--- src/rtl/oq_sched_pkg.sv ---
// Shared types and helpers for the output-queue
// remove-side scheduler.
package oq_sched_pkg;

  localparam int DEF_EVAL_TIMEOUT = 15;

  typedef enum logic [2:0] {
    IDLE      = 3'd0,
    REQ       = 3'd1,
    XFER      = 3'd2,
    UPDATE    = 3'd3,
    WAIT_EVAL = 3'd4
  } oq_state_e;

  function automatic int oq_log2(input int n);
    int r;
    r = 0;
    for (int i = 0; i < 31; i++)
      if ((1 << i) < n) r = i + 1;
    return (r == 0) ? 1 : r;
  endfunction

endpackage

--- src/rtl/oq_rr_pick.sv ---
// Round-robin pick: rotate eligibility to the pointer,
// take the lowest set bit, rotate the index back.
module oq_rr_pick
  import oq_sched_pkg::*;
#(
  parameter int N = 8,
  parameter int W = oq_log2(N)
) (
  input  logic [N-1:0] elig,
  input  logic [W-1:0] rr_ptr,
  output logic         found,
  output logic [W-1:0] index
);

  logic [N-1:0] rot;
  logic [W-1:0] off;
  logic [W:0]   sum;

  // rotate, priority-encode, rotate back
  always_comb begin
    rot   = N'({elig, elig} >> rr_ptr);
    found = |rot;
    off   = '0;
    for (int i = N - 1; i >= 0; i--)
      if (rot[i]) off = W'(i);
    sum = {1'b0, rr_ptr} + {1'b0, off};
    if (sum >= (W+1)'(N))
      sum = sum - (W+1)'(N);
    index = sum[W-1:0];
  end

endmodule

--- src/rtl/oq_remove_sched.sv ---
// Remove-side scheduler: one packet at a time from a
// round-robin chosen queue, then wait for re-evaluation.
module oq_remove_sched
  import oq_sched_pkg::*;
#(
  parameter int NUM_OUTPUT_QUEUES = 8,
  parameter int NUM_OQ_WIDTH = oq_log2(NUM_OUTPUT_QUEUES),
  parameter int EVAL_TIMEOUT = DEF_EVAL_TIMEOUT,
  parameter int CNT_WIDTH = 32
) (
  input  logic                         clk,
  input  logic                         reset_n,
  input  logic [NUM_OUTPUT_QUEUES-1:0] empty,
  input  logic [NUM_OUTPUT_QUEUES-1:0] enable,
  input  logic [NUM_OUTPUT_QUEUES-1:0] out_rdy,
  output logic                         rm_req,
  output logic [NUM_OQ_WIDTH-1:0]      rm_oq,
  input  logic                         rm_ack,
  input  logic                         rm_done,
  output logic                         src_update,
  output logic [NUM_OQ_WIDTH-1:0]      src_oq,
  input  logic                         eval_done,
  output logic                         busy,
  output logic                         eval_timeout_err,
  output logic [CNT_WIDTH-1:0]         pkt_cnt
);

  localparam int TO_W = oq_log2(EVAL_TIMEOUT + 1);
  localparam logic [TO_W-1:0] TO_MAX =
    TO_W'(EVAL_TIMEOUT - 1);
  localparam logic [NUM_OQ_WIDTH-1:0] LAST =
    NUM_OQ_WIDTH'(NUM_OUTPUT_QUEUES - 1);

  oq_state_e                  state;
  logic [NUM_OQ_WIDTH-1:0]    rr_ptr;
  logic [NUM_OQ_WIDTH-1:0]    rr_nxt;
  logic [NUM_OQ_WIDTH-1:0]    pick;
  logic [NUM_OUTPUT_QUEUES-1:0] elig;
  logic [TO_W-1:0]            to_cnt;
  logic                       found;
  logic                       finish;
  logic                       lost;

  assign elig = enable & ~empty & out_rdy;

  oq_rr_pick #(
    .N (NUM_OUTPUT_QUEUES),
    .W (NUM_OQ_WIDTH)
  ) u_pick (
    .elig   (elig),
    .rr_ptr (rr_ptr),
    .found  (found),
    .index  (pick)
  );

  // packet finished this cycle, either path
  always_comb begin
    finish = 1'b0;
    if (state == REQ)
      finish = rm_ack && rm_done;
    else if (state == XFER)
      finish = rm_done;
  end

  assign lost   = empty[rm_oq] || !enable[rm_oq];
  assign rr_nxt = (rm_oq == LAST) ? '0 : rm_oq + 1'b1;
  assign busy   = (state != IDLE);

  // scheduler state, handshake and bookkeeping
  always_ff @(posedge clk or negedge reset_n) begin
    if (!reset_n) begin
      state            <= IDLE;
      rr_ptr           <= '0;
      rm_req           <= 1'b0;
      rm_oq            <= '0;
      src_update       <= 1'b0;
      src_oq           <= '0;
      eval_timeout_err <= 1'b0;
      pkt_cnt          <= '0;
      to_cnt           <= '0;
    end else begin
      src_update <= 1'b0;
      if (finish) begin
        src_update <= 1'b1;
        src_oq     <= rm_oq;
        pkt_cnt    <= pkt_cnt + 1'b1;
        rr_ptr     <= rr_nxt;
      end
      unique case (state)
        IDLE: begin
          if (found) begin
            rm_oq  <= pick;
            rm_req <= 1'b1;
            state  <= REQ;
          end
        end
        REQ: begin
          if (rm_ack) begin
            rm_req <= 1'b0;
            state  <= rm_done ? UPDATE : XFER;
          end else if (lost) begin
            rm_req <= 1'b0;
            state  <= IDLE;
          end
        end
        XFER: begin
          if (rm_done) state <= UPDATE;
        end
        UPDATE: begin
          to_cnt <= '0;
          state  <= WAIT_EVAL;
        end
        WAIT_EVAL: begin
          if (eval_done) begin
            state <= IDLE;
          end else if (to_cnt == TO_MAX) begin
            eval_timeout_err <= 1'b1;
            state            <= IDLE;
          end else begin
            to_cnt <= to_cnt + 1'b1;
          end
        end
        default: state <= IDLE;
      endcase
    end
  end

endmodule

--- config.mk ---
export PLATFORM = sky130hd
export DESIGN_NAME = oq_remove_sched
export DESIGN_NICKNAME = d
export VERILOG_FILES = /design/src/rtl/oq_sched_pkg.sv /design/src/rtl/oq_rr_pick.sv /design/src/rtl/oq_remove_sched.sv
export SDC_FILE = /design/constraint.sdc
export NUM_CORES = 1
export LEC_CHECK = 0
export BUFFER_PORTS_ARGS = -buffer_cell sky130_fd_sc_hd__buf_2
export CORE_MARGIN = 5
export CORE_UTILIZATION = 40
export DETAILED_ROUTE_END_ITERATION = 10
export PLACE_DENSITY = 0.64
export SLEW_MARGIN = 15
export SYNTH_ARGS = -nofsm -noshare
export SYNTH_HDL_FRONTEND = slang
export SYNTH_SLANG_ARGS = --single-unit
--- constraint.sdc ---
create_clock -name clk -period 2.6 [get_ports clk]
set_input_delay 0.52 -clock clk [delete_from_list [all_inputs] [get_ports clk]]
set_output_delay 0.52 -clock clk [all_outputs]
set_load 0.05 [all_outputs]
# == Word level (Yosys, flattened, before mapping) ==
# Index checks and enable logic that the tools add are counted.
# totals
ff_bits,51
latchBits,0
mem_bits_rw,0
romBits,0
out_inout_bits,42
mem_count,0
# op_classes
addsub,5
n_mul,0
div,0
order_cmp,2
eq_ne,12
n_shift,1
muxes,32
n_bitwise,4
reduce_logical,13
# op_table
cell,n
$mux W3,16
$add A32 B1 Y32 const B,1
$and A8 B8 Y8,2
$shr A16 B3 Y8,1
$pmux W3 S5,1
$mux W1,9
$reduce_and A3 Y1,3
$mux W4,2
$ne A2 B2 Y1 const B,4
$not A8 Y8,1
$pmux W4 S2,1
$reduce_or A8 Y1,1
$bmux W1 S3,2
$eq A3 B2 Y1 const B,2
$eq A3 B3 Y1 const B,2
$ne A3 B3 Y1 const B,2
$add A3 B3 Y4,1
$add A4 B1 Y4 const B,1
$eq A4 B4 Y1 const B,1
$ge A4 B4 Y1 const B,1
$lt A3 B4 Y1 const B,1
$reduce_and A4 Y1,1
$reduce_bool A2 Y1,2
$add A3 B1 Y3 const B,1
other kinds (10),10

# == Depth between registers and ports, before layout ==
# Gate-level depths: netlist of run 1.
# depth
depth_word,15
ltp_mapped,15
depth_no_buf,13

# == Modules after synthesis ==
# Synthesis of run 1 repeated with hierarchy kept, for this count alone.
# unflattened
cells_unflattened,284
hier_area_um2,3080.5
# by_module_without_submodules
module,n_inst,cells_per_inst,area_each_um2,seq_area_each_um2
oq_remove_sched,1,219,2532.4,1276.2
oq_rr_pick,1,65,548.0,0.0

# == Least setup slack after synthesis of run 1 ==
# Ideal clock, no wire load.
# synth_path
path_type,in2reg
from,in empty[2]
to,reg rm_oq[2]
t_arrival_ns,2.708
path_slack_ns,-0.212
cell_stages,13
n_path_buf,0
cell_sequence,nand4bb_1 -> o21ai_1 -> mux4_2 -> a31o_1 -> a2111o_1 -> o21ai_0 -> nand2_1 -> ha_1 -> inv_1 -> fa_1 -> nand2b_1 -> nand2_1 -> a221oi_1
# synth_via
elab_chain_cells,15
elab_cells_between_ends,18
cone_classes,2 x add/sub; 1 x order compare; 1 x shift; 9 x mux; 3 x bitwise; 2 x reduce/logical
# synth_rtl
item,line,source
"start, declared",oq_remove_sched.sv:13,"input logic [NUM_OUTPUT_QUEUES-1:0] empty,"
$not A8 Y8 *,oq_remove_sched.sv:44,assign elig = enable & ~empty & out_rdy;
$and A8 B8 Y8 * (2 in a row),oq_remove_sched.sv:44,
$shr A16 B3 Y8 *,oq_rr_pick.sv:21,"rot = N'({elig, elig} >> rr_ptr);"
$mux W3 (8 in a row),oq_rr_pick.sv:25,if (rot[i]) off = W'(i);
$add A3 B3 Y4,oq_rr_pick.sv:26,"sum = {1'b0, rr_ptr} + {1'b0, off};"
$ge A4 B4 Y1 or $sub A3 B1 Y3 (tied branches),"oq_rr_pick.sv:27, oq_rr_pick.sv:28",
$mux W3,oq_rr_pick.sv:27,if (sum >= (W+1)'(N))
"end signal, assigned",oq_remove_sched.sv:92,rm_oq <= pick;
"end, declared",oq_remove_sched.sv:17,"output logic [NUM_OQ_WIDTH-1:0] rm_oq,"
# Every way passes the cells marked *; elsewhere a longest branch is shown, timed or not.
# A chain may end at the register's enable or synchronous reset.

# == Final worst setup path of run 1 ==
# layout_path
from,reg rr_ptr[1]
to,reg rm_oq[2]
# layout_via
elab_chain_cells,12
elab_cells_between_ends,15
cone_classes,2 x add/sub; 1 x order compare; 1 x shift; 9 x mux; 2 x reduce/logical
# layout_rtl
item,line,source
"start, declared",oq_remove_sched.sv:35,logic [NUM_OQ_WIDTH-1:0] rr_ptr;
"start signal, assigned",oq_remove_sched.sv:87,rr_ptr <= rr_nxt;
$shr A16 B3 Y8,oq_rr_pick.sv:21,
$mux W3 (8 in a row),oq_rr_pick.sv:25,
$add A3 B3 Y4,oq_rr_pick.sv:26,
$ge A4 B4 Y1 or $sub A3 B1 Y3 (tied branches),"oq_rr_pick.sv:27, oq_rr_pick.sv:28",
$mux W3,oq_rr_pick.sv:27,
# Several ways; a longest one is shown, not always the timed one.

==> results of run 1 <==
synthesized netlist by cell type (2+ instances only):
library cell,instances,area (um2)
nand2_1,42,158
o31ai_1,2,15.0
and4_1,4,35.0
a21oi_1,9,45.0
o21ai_1,6,30.0
nand2b_1,5,31.3
mux2i_1,5,50.1
nand3b_1,7,52.6
nor3b_1,3,22.5
buf_6,2,22.5
a211oi_1,2,15.0
or3_1,2,12.5
nand4b_1,3,26.3
or2_2,3,18.8
nor4b_1,2,17.5
nor4_1,2,12.5
nor3_1,3,15.0
nand4bb_1,4,45.0
and3_1,10,62.6
nor2_1,21,78.8
ha_1,6,75.1
xor2_1,8,70.1
and2_1,3,18.8
clkbuf_1,5,18.8
a31oi_1,4,25.0
mux2_2,2,22.5
inv_1,12,45.0
dfrtp_1,51,1280
nand3_1,14,70.1
nand4_1,2,12.5
xnor2_1,24,210
o21ai_0,10,50.1
timing repair:
| action | 4_1_cts | 5_1_grt |
|---|---|---|
| setup buffers | 1 | 4 |
| pin swaps | 2 | 2 |
| resized for setup | 9 | 4 |
| endpoints found under the setup margin | 2 | 3 |
sequential cells by signal (all words and copies together) (netlist names):
signal            count
eval_timeout_err      1
rm_oq                 3
src_oq                3
state                 3
rm_req                1
src_update            1
rr_ptr                3
pkt_cnt              32
to_cnt                4
stage by stage:
step	instance area, um2	total power, W	worst slack (ns)
final	3840	0.00372	-0.219
after global routing	3840	0.00398	-0.366
after CTS	3800	0.00368	-0.245
after detailed placement	3620	0.00296	-0.387
after global placement	3620	0.00294	-0.365
after floorplan	2970	0.00240	-0.0833
per-layer routing:
metal	up-vias	GRT usage (%)	wire length (um)
met5	-	0	0
met4	0	3.91	46
met3	4	3.47	214
met2	32	25.2	3410
met1	1231	21.6	3230
li1	1286	-	-
worst max-delay path by stage:
stage          endpoint  slack [ns]  cells after the start
3_5_place_dp   rm_oq[2]       -0.39                     14
2_1_floorplan  rm_oq[2]       -0.08                     13
5_1_grt        rm_oq[2]       -0.37                     14
6_report       rm_oq[2]       -0.22                     14
4_1_cts        rm_oq[2]       -0.25                     14
3_3_place_gp   rm_oq[2]       -0.37                     14
power by group through the flow:
stage | Combinational (W) | Clock (W) | Sequential, W
global placement | 0.00175 | 0 | 0.00118
detailed placement | 0.00177 | 0 | 0.00119
global route | 0.00205 | 0.000721 | 0.00121
CTS | 0.00182 | 0.000682 | 0.00118
finish | 0.00187 | 0.000666 | 0.00118
floorplan | 0.000970 | 0 | 0.00143
layout make-up:
class / count / area, um2
fillers: 650 / 3340
multi-input cells: 232 / 1620
flip-flops and latches: 51 / 1280
repair buffers: 105 / 624
well taps: 99 / 124
clock inverters: 3 / 71.3
clock buffers: 5 / 68.8
inverters: 13 / 50.0
worst max-delay path, cell delays in order (launching register included):
cell and delay [ns]:
dfrtp_2 0.47, inv_2 0.10, buf_6 0.10, mux2_4 0.33
or4_1 0.48, o31ai_1 0.11, nor4_2 0.07, o21ai_2 0.11
nand2_1 0.06, ha_2 0.17, inv_2 0.05, fa_2 0.23
nand2b_4 0.13, nand2_2 0.05, a221oi_2 0.26
cells by family after synthesis:
kind of cell    count (synthesis)  synth area share [%]
mux                             9                  3.63
buf+inv                        21                  3.29
compound gates                 48                  10.6
xor+xnor                       32                  9.58
flops                          51                  43.6
simple gates                  136                  26.0
fa+ha+maj                       7                  3.25
==> metrics.yaml, run 1 <==
status: "finished, violations left"
failed_checks: "setup timing"
clkLatencyLatePin_ns: 0.31
htreeDepth: 2
power_density_nw_per_um2: 968
viasPerCell: 5.03
cts-root-buf: "clkbuf_8"
clkPwrFrac_pct: 17.9
hpwl_um: 5340
regToRegSetupSlack_ns: -0.22
setup-tns-final_ns: -0.301
clk_transition_reported_paths_ns: 0.10
grt_util_all_layers_pct: 15.7
gp_congestion: 0.887
fin_crit_sh_pct: 108
finalNonFillerCells: 508
rows: 31
num_io_pins: 71
worstPathRequired_ns: 2.81
wl_per_cell_um: 13.6
layout_commonest_cell: "buf_2"
critPathCaptureType: "flop"
ff2ff_path_depth: 14
route.detailed.drc: 0
regToRegEndpoint: "rm_oq[2]"
syn_nets: 340
combPwrFrac_pct: 50.4
nets: 444
p_sw_share_pct: 43.1
power_frac_seq_pct: 31.7
vias: 2553
antenna_left: 0
arrival_ns: 3.03
cts.sinks: 51
synth_cells: 304
holdWs_ns: 0.307
finalWirelength_um: 6900
p_leak_nw: 1.93
startpoint: "rr_ptr[1]"
synth.distinct_cells: 58
critPathKind: "flop to flop"
die_area_um2: 9130
worstPathMaxFanout: 7
initial_utilization_pct: 40.8
min_period_ns: 2.82
cts_tree: "yes"
antenna_found_initial: 0
maxCapViolCount: 0
dieWidth_um: 95.5
area_growth_pct: 31.2
drt_iter0_drc: 102
synth-edff-count: 0
fin_util_pct: 53.5
dpl.cell_count: 495
vdd.ir_drop.worst_mv: 0.536
synthFlopType: "dfrtp_1"
dieHeight_um: 95.5
reg2reg_from: "rr_ptr[1]"
drive_gt1_share_pct: 34.7
cell_internal_pwr_w: 0.00212
antenna_cells: 0
drtPass1Iterations: 4
relSlewSlack_pct: 57.5
tightest_slew_ns: 0.637
critPathLaunchType: "flop"
fmax_mhz: 355
synthArstFlopShare_pct: 100
min-delay-path-class: "input pin to asynchronous set/reset pin"
drv_slew: 0
mostFrequentLayoutCells: "buf_2, dfrtp_1, nand2_1"
holdBufCountCts: 0
overflow: 0
p_sw_w: 0.00160
clock_skew_ns: 0.00954
finalSetupViolCount: 2
design.core.area_um2: 7180
portBuffers: 70
yosys_warnings: 0
grt_max_degree: 52
ys_ff_latch: 51
rsz0062_at_grt: "true"
synth_area_per_cell_um2: 9.63
cts_buffer_depth: 2
timing.final.ws_setup_ns: -0.219
cts_inserted_buffers: 5
netlist_area_um2: 2930
yosysSeqAreaShare_pct: 43.6
grt_pass1_wl_um: 11500
grt_pass1_vias: 2454
hold_viol: 0
No activity file was read; power rests on OpenSTA's default activity.
==> run 2: changes to the inputs <==
CELL_PAD_IN_SITES_DETAIL_PLACEMENT = 1   (was unset)
CELL_PAD_IN_SITES_GLOBAL_PLACEMENT = 1   (was unset)
CORE_UTILIZATION = 38   (was 40)
PLACE_DENSITY = 0.75   (was 0.64)
SYNTH_HIERARCHICAL = 1   (was unset)
==> run 2 against run 1 <==
- the run still ends with setup timing left
- area after synthesis increased by 5.3%
- sequential share of layout area down 1.2 points
- die area rose by 9.6%
- clock skew grew 0.0023 ns
- critical endpoint is now rm_oq[1]
- largest cell class unchanged
- largest power group unchanged
==> metrics.yaml, run 2 <==
die_area_um2: 10000
antenna_cells: 0
relSlewSlack_pct: 66.4
yosys.cell_count.top_type: "dfrtp_1"
p_sw_w: 0.00171
netlist_area_um2: 3080
hpwl_um: 6400
hold_viol: 0
synth_common_cells: "dfrtp_1, xnor2_1, nand3_1"
portBuffers: 70
grt_pass1_vias: 2826
layout_commonest_cell: "buf_2"
yosys.area.top_type: "dfrtp_1"
yosys_warnings: 6
critPathLaunchType: "flop"
post_dp_cell_area_um2: 3790
synth_area_per_cell_um2: 10.8
tightest_slew_ns: 0.499
drt_iter0_drc: 86
clk_transition_reported_paths_ns: 0.09
overflow: 0
p_leak_nw: 1.89
regToRegSetupSlack_ns: -0.23
nets: 421
largest_reg_flops: 32
vdd.ir_drop.worst_mv: 0.618
power_density_nw_per_um2: 973
cts-root-buf: "clkbuf_8"
synth.distinct_cells: 62
reg2reg_from: "rr_ptr[1]"
vias: 2602
clkPwrFrac_pct: 12.2
cell_internal_pwr_w: 0.00216
fmax_mhz: 353
drtPass1Iterations: 4
maxCapViolCount: 0
rsz0062_at_grt: "true"
multi_input_area_um2: 1770
seq_area_um2: 1280
min-delay-path-class: "input pin to asynchronous set/reset pin"
status: "finished, violations left"
synthFlopType: "dfrtp_1"
ys_ff_latch: 51
critPathKind: "flop to flop"
grt_max_degree: 52
clkLatencyLatePin_ns: 0.30
ff2ff_path_depth: 11
cts_tree: "yes"
rows: 32
dieHeight_um: 100
finalSetupViolCount: 2
htreeDepth: 2
antenna_found_initial: 0
timing.final.ws_setup_ns: -0.232
top_regs: "pkt_cnt: 32 flops, to_cnt: 4 flops"
initial_utilization_pct: 39.5
holdBufCountCts: 0
p_sw_share_pct: 44.1
worstPathRequired_ns: 2.83
stdcell_area_um2: 3980
yosysSeqAreaShare_pct: 41.4
synth_cells: 284
finalNonFillerCells: 488
grt_pass1_wl_um: 13800
mostFrequentLayoutCells: "buf_2, dfrtp_1, buf_4"
viasPerCell: 5.33
regMostFlops: "pkt_cnt"
cts_inserted_buffers: 5
finalWirelength_um: 8390
synth_top_area_share_pct: 41.4
dieWidth_um: 100
critPathCaptureType: "flop"
dp_worst_setup_slack_ns: -0.476
worstPathCellList: "buf_12, mux2i_4, mux4_2, nand2_1, a32oi_1, a311o_1, ha_2, inv_2, fa_1, inv_1, mux2_4"
synth.area.top_cells: "dfrtp_1, xnor2_1, mux2_2, nand4_1, nand3_1"
regToRegEndpoint: "rm_oq[1]"
cts.sinks: 51
antenna_left: 0
design.core.area_um2: 7810
num_io_pins: 71
failed_checks: "setup timing"
nFillCells: 917
syn_nets: 320
arrival_ns: 3.06
cts_buffer_depth: 2
fin_util_pct: 51.0
synthArstFlopShare_pct: 100
drive_gt1_share_pct: 38.9
dpl.cell_count: 478
drv_slew: 0
min_period_ns: 2.83
clock_skew_ns: 0.0118
slowest_delay_ns: 0.54
area_growth_pct: 29.3
grt_util_all_layers_pct: 16.7
route.detailed.drc: 0
fin_crit_sh_pct: 109
power_frac_seq_pct: 31.4
gp_congestion: 0.832
cp_slowest_cell: "mux4_2"
combPwrFrac_pct: 56.3
worstPathMaxFanout: 5
synth-edff-count: 0
wl_per_cell_um: 17.2
run 2: cell types whose count changed after synthesis, sizes merged, moves of 5 or more:
| cell | previous run | this run |
|---|---|---|
| nand3b | 7 | 2 |
| and3b | 0 | 9 |
| nor2 | 22 | 7 |
| buf | 3 | 8 |
| o21ai | 16 | 4 |
| nand4 | 3 | 17 |
| mux2 | 3 | 16 |
| nand2 | 43 | 14 |
| xor2 | 8 | 2 |
| xnor2 | 24 | 30 |
run 2: routing by layer:
metal,GRT usage (%),vias to the layer above,wire length [um]
met4,2.28,0,49
met1,21.2,1308,3670
met2,31.0,33,4480
li1,-,1255,-
met3,2.15,6,189
met5,0,-,0
run 2: cell families after synthesis:
kind of cell	Yosys count	synth area share [%]
simple gates	110	22.9
xor+xnor	32	9.10
buf+inv	22	3.57
fa+ha+maj	8	3.45
mux	26	9.99
flops	51	41.4
compound gates	35	9.59
run 2: area by class of cell:
type | instances | area share (%)
Tap cell | 102 | 3.20
Inverter | 11 | 1.04
Clock buffer | 7 | 2.17
Sequential cell | 51 | 32.1
Multi-Input combinational cell | 211 | 44.5
Timing Repair Buffer | 105 | 16.8
Clock inverter | 1 | 0.220
run 2: critical path: cells and delay by family, from the launching register on:
| kind | cells | cell delay (ns) |
|---|---|---|
| multiplexers | 3 | 0.86 |
| adder cells (fa/ha/maj) | 2 | 0.57 |
| AND/OR/NAND/NOR | 1 | 0.10 |
| flip-flops | 1 | 0.47 |
| buffers and inverters | 3 | 0.28 |
| AO/OA/AOI/OAI | 2 | 0.47 |
run 2: repair_timing:
item,in CTS,in global routing
gates cloned,1,0
setup endpoints to repair,2,3
setup buffers,0,1
resized for setup,5,7
pin swaps,4,7
run 2: power by group through the flow:
stage | Sequential, W | Combinational, W | Clock [W]
2_1_floorplan | 0.00147 | 0.00115 | 0
3_3_place_gp | 0.00121 | 0.00195 | 0
3_5_place_dp | 0.00123 | 0.00203 | 0
4_1_cts | 0.00122 | 0.00212 | 0.000491
5_1_grt | 0.00125 | 0.00233 | 0.000526
6_report | 0.00122 | 0.00218 | 0.000474
run 2: worst max-delay path by stage:
stage	from	to	slack [ns]	depth (start not counted)
detailed placement	out_rdy[0]	rm_oq[2]	-0.48	12
floorplan	out_rdy[7]	rm_oq[2]	-0.16	11
CTS	rr_ptr[1]	rm_oq[1]	-0.24	11
global route	rr_ptr[1]	rm_oq[1]	-0.30	11
finish	rr_ptr[1]	rm_oq[1]	-0.23	11
global placement	out_rdy[0]	rm_oq[2]	-0.37	12
run 2: stage by stage:
stage | power [W] | hold slack (ns) | setup TNS, ns
floorplan | 0.00263 | 0.224 | -0.322
global placement | 0.00317 | 0.456 | -0.838
detailed placement | 0.00326 | 0.461 | -1.11
CTS | 0.00382 | 0.203 | -0.461
global route | 0.00411 | 0.210 | -0.592
finish | 0.00387 | 0.196 | -0.432
